--- src/rtl/fmap_pkg.sv ---
// Shared defaults and the reader state encoding for the feature-map stream reader.
package fmap_pkg;

    localparam int FMAP_DATA_WIDTH = 8;
    localparam int FMAP_ADDR_WIDTH = 10;

    typedef enum logic [1:0] {
        ST_IDLE  = 2'd0,
        ST_RUN   = 2'd1,
        ST_DRAIN = 2'd2,
        ST_DONE  = 2'd3
    } reader_state_e;

endpackage

--- src/rtl/fmap_skid_fifo.sv ---
// Two-entry FIFO carrying signed data plus a last flag.
// The head entry stays put until popped, so outputs remain stable under stall.
module fmap_skid_fifo #(
    parameter int DATA_WIDTH = 8
) (
    input  logic                         clk,
    input  logic                         rst_n,
    input  logic                         push,
    input  logic signed [DATA_WIDTH-1:0] push_data,
    input  logic                         push_last,
    input  logic                         pop,
    output logic [1:0]                   count,
    output logic signed [DATA_WIDTH-1:0] head_data,
    output logic                         head_last
);

    logic signed [DATA_WIDTH-1:0] mem_data [2];
    logic [1:0]                   mem_last;
    logic                         wr_ptr;
    logic                         rd_ptr;

    always_ff @(posedge clk or negedge rst_n) begin
        if (!rst_n) begin
            mem_data <= '{default: '0};
            mem_last <= '0;
            wr_ptr   <= 1'b0;
            rd_ptr   <= 1'b0;
            count    <= '0;
        end else begin
            if (push) begin
                mem_data[wr_ptr] <= push_data;
                mem_last[wr_ptr] <= push_last;
                wr_ptr           <= ~wr_ptr;
            end
            if (pop) begin
                rd_ptr <= ~rd_ptr;
            end
            count <= count + 2'(push) - 2'(pop);
        end
    end

    assign head_data = mem_data[rd_ptr];
    assign head_last = mem_last[rd_ptr];

endmodule

--- src/rtl/fmap_stream_reader.sv ---
// Streams length elements from a 1W3R buffer read port into a valid/ready stream.
// Optional macro FMAP_RD_STRIDE_EN adds a captured i_stride input (default stride 1).
module fmap_stream_reader
    import fmap_pkg::*;
#(
    parameter int DATA_WIDTH = FMAP_DATA_WIDTH,
    parameter int ADDR_WIDTH = FMAP_ADDR_WIDTH,
    parameter int LEN_WIDTH  = ADDR_WIDTH + 1
) (
    input  logic                         clk,
    input  logic                         rst_n,
    input  logic                         i_start,
    input  logic [ADDR_WIDTH-1:0]        i_base_addr,
    input  logic [LEN_WIDTH-1:0]         i_length,
`ifdef FMAP_RD_STRIDE_EN
    input  logic [ADDR_WIDTH-1:0]        i_stride,
`endif
    output logic                         o_busy,
    output logic                         o_done,
    output logic                         o_rd_en,
    output logic [ADDR_WIDTH-1:0]        o_rd_addr,
    input  logic signed [DATA_WIDTH-1:0] i_rd_data,
    output logic                         o_valid,
    input  logic                         i_ready,
    output logic signed [DATA_WIDTH-1:0] o_data,
    output logic                         o_last
);

    reader_state_e         state;
    reader_state_e         state_next;
    logic [ADDR_WIDTH-1:0] addr_q;
    logic [ADDR_WIDTH-1:0] stride;
    logic [LEN_WIDTH-1:0]  len_q;
    logic [LEN_WIDTH-1:0]  rd_cnt;
    logic                  in_flight;
    logic                  in_flight_last;
    logic [1:0]            fifo_count;
    logic                  head_last;
    logic                  accept;
    logic                  pop;
    logic                  last_issue;
    logic [2:0]            occupancy;

    assign accept     = (state == ST_IDLE) && i_start;
    assign last_issue = (rd_cnt == len_q - LEN_WIDTH'(1));
    assign o_valid    = (fifo_count != 2'd0);
    assign pop        = o_valid && i_ready;
    assign o_last     = o_valid && head_last;
    assign o_rd_addr  = addr_q;

    // Slots claimed after this edge: a read issued now lands next cycle, so the
    // beat leaving this cycle frees its slot in time to keep full throughput.
    assign occupancy  = 3'(fifo_count) + 3'(in_flight) - 3'(pop);

`ifdef FMAP_RD_STRIDE_EN
    logic [ADDR_WIDTH-1:0] stride_q;

    always_ff @(posedge clk or negedge rst_n) begin
        if (!rst_n) begin
            stride_q <= '0;
        end else if (accept) begin
            stride_q <= i_stride;
        end
    end

    assign stride = stride_q;
`else
    assign stride = ADDR_WIDTH'(1);
`endif

    always_ff @(posedge clk or negedge rst_n) begin
        if (!rst_n) begin
            state <= ST_IDLE;
        end else begin
            state <= state_next;
        end
    end

    always_comb begin
        state_next = state;
        case (state)
            ST_IDLE:  if (i_start) state_next = (i_length == '0) ? ST_DONE : ST_RUN;
            ST_RUN:   if (o_rd_en && last_issue) state_next = ST_DRAIN;
            ST_DRAIN: if (pop && o_last) state_next = ST_DONE;
            ST_DONE:  state_next = ST_IDLE;
            default:  state_next = ST_IDLE;
        endcase
    end

    always_comb begin
        o_rd_en = 1'b0;
        o_busy  = 1'b0;
        o_done  = 1'b0;
        case (state)
            ST_RUN: begin
                o_busy  = 1'b1;
                o_rd_en = (occupancy < 3'd2);
            end
            ST_DRAIN: o_busy = 1'b1;
            ST_DONE:  o_done = 1'b1;
            default:  ;
        endcase
    end

    always_ff @(posedge clk or negedge rst_n) begin
        if (!rst_n) begin
            addr_q         <= '0;
            len_q          <= '0;
            rd_cnt         <= '0;
            in_flight      <= 1'b0;
            in_flight_last <= 1'b0;
        end else begin
            if (accept) begin
                addr_q <= i_base_addr;
                len_q  <= i_length;
                rd_cnt <= '0;
            end else if (o_rd_en) begin
                addr_q <= addr_q + stride;
                rd_cnt <= rd_cnt + LEN_WIDTH'(1);
            end
            in_flight      <= o_rd_en;
            in_flight_last <= o_rd_en && last_issue;
        end
    end

    fmap_skid_fifo #(
        .DATA_WIDTH (DATA_WIDTH)
    ) u_fifo (
        .clk       (clk),
        .rst_n     (rst_n),
        .push      (in_flight),
        .push_data (i_rd_data),
        .push_last (in_flight_last),
        .pop       (pop),
        .count     (fifo_count),
        .head_data (o_data),
        .head_last (head_last)
    );

endmodule

--- config.mk ---
export PLATFORM = sky130hd
export DESIGN_NAME = fmap_stream_reader
export DESIGN_NICKNAME = d
export VERILOG_FILES = /design/src/rtl/fmap_pkg.sv /design/src/rtl/fmap_skid_fifo.sv /design/src/rtl/fmap_stream_reader.sv
export SDC_FILE = /design/constraint.sdc
export NUM_CORES = 1
export LEC_CHECK = 0
export CORE_MARGIN = 2
export CORE_UTILIZATION = 47
export DETAILED_ROUTE_END_ITERATION = 10
export GPL_TIMING_DRIVEN = 0
export PLACE_DENSITY = 0.8
export SYNTH_ARGS = -nofsm -noshare
export SYNTH_HDL_FRONTEND = slang
export SYNTH_SLANG_ARGS = --single-unit
--- constraint.sdc ---
create_clock -name clk -period 4.85 [get_ports clk]
set_input_delay 1.455 -clock clk [delete_from_list [all_inputs] [get_ports clk]]
set_output_delay 1.455 -clock clk [all_outputs]
set_load 0.01 [all_outputs]
==> out/summary.md <==
The tools report the clock share of power as 23.9%. Library cell used as clock root buffer: sky130_fd_sc_hd__clkbuf_8. The number of clock buffers added by TritonCTS is 9.

The clock passes through at most 2 buffers. The number of DRC violations after detailed-routing iteration 0 was 152. The sequential share of power was 34.9%. TritonCTS built the clock tree. The kind of end point of the critical path was a primary output.

The tightest min-delay check is of the reg2reg type. Required arrival time at the worst endpoint: 3.39 ns. By area the synthesized netlist is led by sky130_fd_sc_hd__dfrtp_1, sky130_fd_sc_hd__nand2_1, sky130_fd_sc_hd__mux2_2. The H-tree was split into 3 levels.

Summed over all nets, the half-perimeter wirelength after detailed placement is 4.84 mm. On the final layout, the worst hold slack is 0.485 ns. The run gives 3.17 mm as the met1 wire length. A synthesized cell averages 10.4 sq um.

From synthesis to final layout, the design area changed by 30.5%. The category of the most critical setup path is in2out. Clock-pin slew was measured on the worst setup and hold paths at 0.07 ns. The standard cell core area came out at 0.00635 sq mm.

Static timing analysis puts the maximum clock frequency at 210 MHz. Yosys printed 0 warnings. Count of filler cells inserted in the layout: 515.

The share of the Yosys chip area taken by registers is 47.3%. The wire length of the first global-routing pass was 11.6 mm; the flip-flop and latch count after synthesis was 58. After synthesis, the largest area contributor takes up 47.3% of total cell area. The die is 84.8 um wide.

In the detailed route, the total length drawn on met3 is 316 um. The source-to-sink clock delay at the later pin of the worst-skew pair was 0.34 ns. The run finished with clean final reports.

STA puts the critical path data arrival time at 3.31 ns. The number of flops mapped to enable cells by yosys works out to 0. Setup repair after global routing left no endpoint under its margin. Entering global routing, the biggest net connects 37 pins. The iteration count of the initial detailed-routing pass was 4; the total congestion overflow was 0. The share of synthesized registers carrying an async set or reset came out at 100%.

Final hold violation count: 0. Cell internal power was estimated by the tool at 1420 uW. Among all flip-flop cells after synthesis, the most frequent one is sky130_fd_sc_hd__dfrtp_1.

The number of antenna diodes in the final layout is 0. The final antenna-violating net count came out at 0. The library cell with the largest summed area after synthesis was sky130_fd_sc_hd__dfrtp_1. The tools report the leakage power summed over all cells as 0.00177 uW. The slew at the pin with the worst max-slew slack works out to 0.674 ns. VDD sags by at most 0.401 mV. In the synthesized netlist, the cells that appear most often are sky130_fd_sc_hd__dfrtp_1, sky130_fd_sc_hd__nand2_1, sky130_fd_sc_hd__xor2_1. The number of top-level design ports is 56. The final max-slew violation count was 0. The most frequent cell after synthesis is sky130_fd_sc_hd__dfrtp_1. The top metal layer carrying routed signals is met4.

After floorplanning, the core was divided into 29 placement rows. The worst slew margin relative to its limit is 55.0%. The post-route netlist has 15.1% of its cells at a drive strength greater than 1. Die span in y: 84.8 um. Across all layers, the routed design uses 2,408 vias. The number of nets handed over by synthesis was 340. The combined global-route utilization of all metal layers came out at 20.5%.

The clock period minus worst slack was 4.77 ns; the number of distinct standard cells referenced by the synthesized netlist was 44. For the largest clock skew in the final design, the log shows 0.00529 ns. In this run the power density over the cells is 525 mW/mm^2.

The worst hold path stage count came out at 1. The number of antenna violations at the first check in global routing is 0. The number of failing setup endpoints in the final timing report was 0. At the end of the flow, the number of nets in the layout was 410.

The cell count after synthesis came out at 296. The number of global-route vias before repair was 2,507; the largest driver fanout on the critical path was 2. In this run, the combinational gates consume 41.2% of the power. The tool flagged a number of max-cap violations equal to 0. The count of port buffers added during placement is 55, and the number of cells on the worst reg-to-reg path is 16. The initial standard-cell utilization of the core is 48.3%.

The run gives 58 as the clock net sink count. After synthesis the cells add up to 0.00307 sq mm. Final core utilization: 63.1%. The total net switching power is 688 uW.

Net switching is 32.7% of the power. The via count normalized by instance count was 5.38. The routed wire length per instance is 15.1 um, and the length of routed met2 wiring is 3.16 mm. The tools report the startpoint type of the worst setup path as an input pin. The share of the clock period used by the worst path is 98.3%.

The logs give 6.76 mm for the detailed-route wire length and 0 for the number of DRC violations after detailed routing. Routability-driven placement finished with a final weighted congestion of 0.928. The die area was 0.00719 sq mm.
-- through the flow --
step,TNS (ns),worst slack (ns),instance area [sq um],cells,total power (uW)
floorplan,0,0.0581,3070,296,1200
global placement,-1.49,-1.36,3720,428,1490
detailed placement,-1.52,-1.36,3730,429,1520
CTS,0,0.00273,3990,447,2100
global route,0,0.00342,4010,448,2240
finish,0,0.0814,4010,448,2100
-- routing by layer --
layer  vias to the layer above  global-route usage (%)
li1                       1173                       -
met2                        77                    32.9
met1                      1145                    27.2
met3                        13                    3.70
met5                         -                       0
met4                         0                    9.38
-- state kept, by name (all words and copies together) (netlist names) --
register         count
u_fifo.count         2
o_rd_addr           10
u_fifo.mem_last      2
in_flight            1
len_q               11
u_fifo.wr_ptr        1
state                2
u_fifo.rd_ptr        1
rd_cnt              11
in_flight_last       1
u_fifo.mem_data     16
-- power groups by stage --
| stage | combinational [uW] | sequential, uW | clock [uW] |
|---|---|---|---|
| global route | 947 | 756 | 532 |
| finish | 867 | 734 | 503 |
| CTS | 853 | 734 | 511 |
| global placement | 757 | 732 | 0 |
| floorplan | 471 | 725 | 0 |
| detailed placement | 781 | 739 | 0 |
-- cell type report --
| cell class | instances | area (sq um) | share of cell area, % |
|---|---|---|---|
| Multi-Input combinational cell | 218 | 1560 | 38.9 |
| Timing Repair Buffer | 59 | 588 | 14.7 |
| Clock buffer | 9 | 124 | 3.09 |
| Inverter | 10 | 37.5 | 0.937 |
| Clock inverter | 7 | 101 | 2.53 |
| Buffer | 10 | 50.0 | 1.25 |
| Tap cell | 77 | 96.3 | 2.40 |
| Sequential cell | 58 | 1450 | 36.2 |
-- cell families (layout without fill, tap and decap cells) --
family | after synthesis | after routing | synth area share, %
compound gates | 36 | 36 | 8.36
mux | 31 | 31 | 11.2
xor+xnor | 28 | 28 | 7.99
fa+ha+maj | 11 | 11 | 4.73
simple gates | 112 | 112 | 17.9
flops | 58 | 58 | 47.3
buf+inv | 20 | 95 | 2.53
-- timing repair --
action	in CTS	in global routing
setup buffers	2	1
endpoints found under the hold margin	0	0
gates resized for setup	12	1
pin swaps	2	2
endpoints found under the setup margin	1	1
hold buffers	0	0
-- critical path: stages --
cell	delay, ns
sky130_fd_sc_hd__dlygate4sd2_1	0.25
sky130_fd_sc_hd__and2_4	0.15
sky130_fd_sc_hd__ha_1	0.26
sky130_fd_sc_hd__inv_1	0.04
sky130_fd_sc_hd__ha_1	0.18
sky130_fd_sc_hd__fa_2	0.35
sky130_fd_sc_hd__xnor2_2	0.14
sky130_fd_sc_hd__nor3b_2	0.21
sky130_fd_sc_hd__clkbuf_8	0.17
sky130_fd_sc_hd__buf_6	0.09
-- layout by cell type, fill, tap and decap left out, types with 2 or more instances in the layout --
| cell type | Yosys | final |
|---|---|---|
| sky130_fd_sc_hd__nor4_1 | 6 | 6 |
| sky130_fd_sc_hd__mux2_2 | 17 | 17 |
| sky130_fd_sc_hd__nor3b_1 | 3 | 2 |
| sky130_fd_sc_hd__clkinvlp_4 | 0 | 2 |
| sky130_fd_sc_hd__o21a_1 | 3 | 3 |
| sky130_fd_sc_hd__mux2i_1 | 5 | 5 |
| sky130_fd_sc_hd__nand4_1 | 7 | 7 |
| sky130_fd_sc_hd__or3_1 | 3 | 3 |
| sky130_fd_sc_hd__nand3_1 | 6 | 6 |
| sky130_fd_sc_hd__nor3_1 | 5 | 5 |
| sky130_fd_sc_hd__and3_1 | 5 | 5 |
| sky130_fd_sc_hd__nand2_1 | 53 | 53 |
| sky130_fd_sc_hd__clkbuf_8 | 0 | 10 |
| sky130_fd_sc_hd__and2_1 | 3 | 2 |
| sky130_fd_sc_hd__nor2b_1 | 3 | 3 |
| sky130_fd_sc_hd__and4_1 | 2 | 2 |
| sky130_fd_sc_hd__mux2_1 | 9 | 9 |
| sky130_fd_sc_hd__inv_2 | 2 | 2 |
| sky130_fd_sc_hd__xnor2_1 | 8 | 7 |
| sky130_fd_sc_hd__a21oi_1 | 5 | 5 |
| sky130_fd_sc_hd__bufinv_16 | 0 | 2 |
| sky130_fd_sc_hd__inv_1 | 8 | 8 |
| sky130_fd_sc_hd__clkdlybuf4s50_1 | 0 | 52 |
| sky130_fd_sc_hd__dfrtp_1 | 58 | 58 |
| sky130_fd_sc_hd__clkbuf_1 | 5 | 4 |
| sky130_fd_sc_hd__xor2_1 | 20 | 20 |
| sky130_fd_sc_hd__buf_4 | 0 | 3 |
| sky130_fd_sc_hd__clkinv_4 | 0 | 2 |
| sky130_fd_sc_hd__buf_1 | 3 | 3 |
| sky130_fd_sc_hd__nor2_1 | 11 | 11 |
| sky130_fd_sc_hd__buf_2 | 2 | 3 |
| sky130_fd_sc_hd__o21ai_1 | 17 | 17 |
| sky130_fd_sc_hd__ha_1 | 10 | 10 |
-- worst paths after layout --
| kind | from | endpoint | slack, ns |
|---|---|---|---|
| min in group asynchronous | rst_n | len_q[7]$_DFFE_PN0P_ | 1.09 |
| max in group asynchronous | rst_n | in_flight_last$_DFF_PN0_ | 3.16 |
| setup reg to reg | u_fifo.count[1]$_DFF_PN0_ | state[1]$_DFFE_PN0P_ | 1.38 |
| hold reg to reg | u_fifo.mem_data[13]$_DFFE_PN0P_ | u_fifo.mem_data[13]$_DFFE_PN0P_ | 0.48 |
| hold / removal | u_fifo.mem_data[13]$_DFFE_PN0P_ | u_fifo.mem_data[13]$_DFFE_PN0P_ | 0.48 |
| setup / recovery | i_ready | o_rd_en | 0.08 |
No activity file was read; power rests on OpenSTA's default activity.
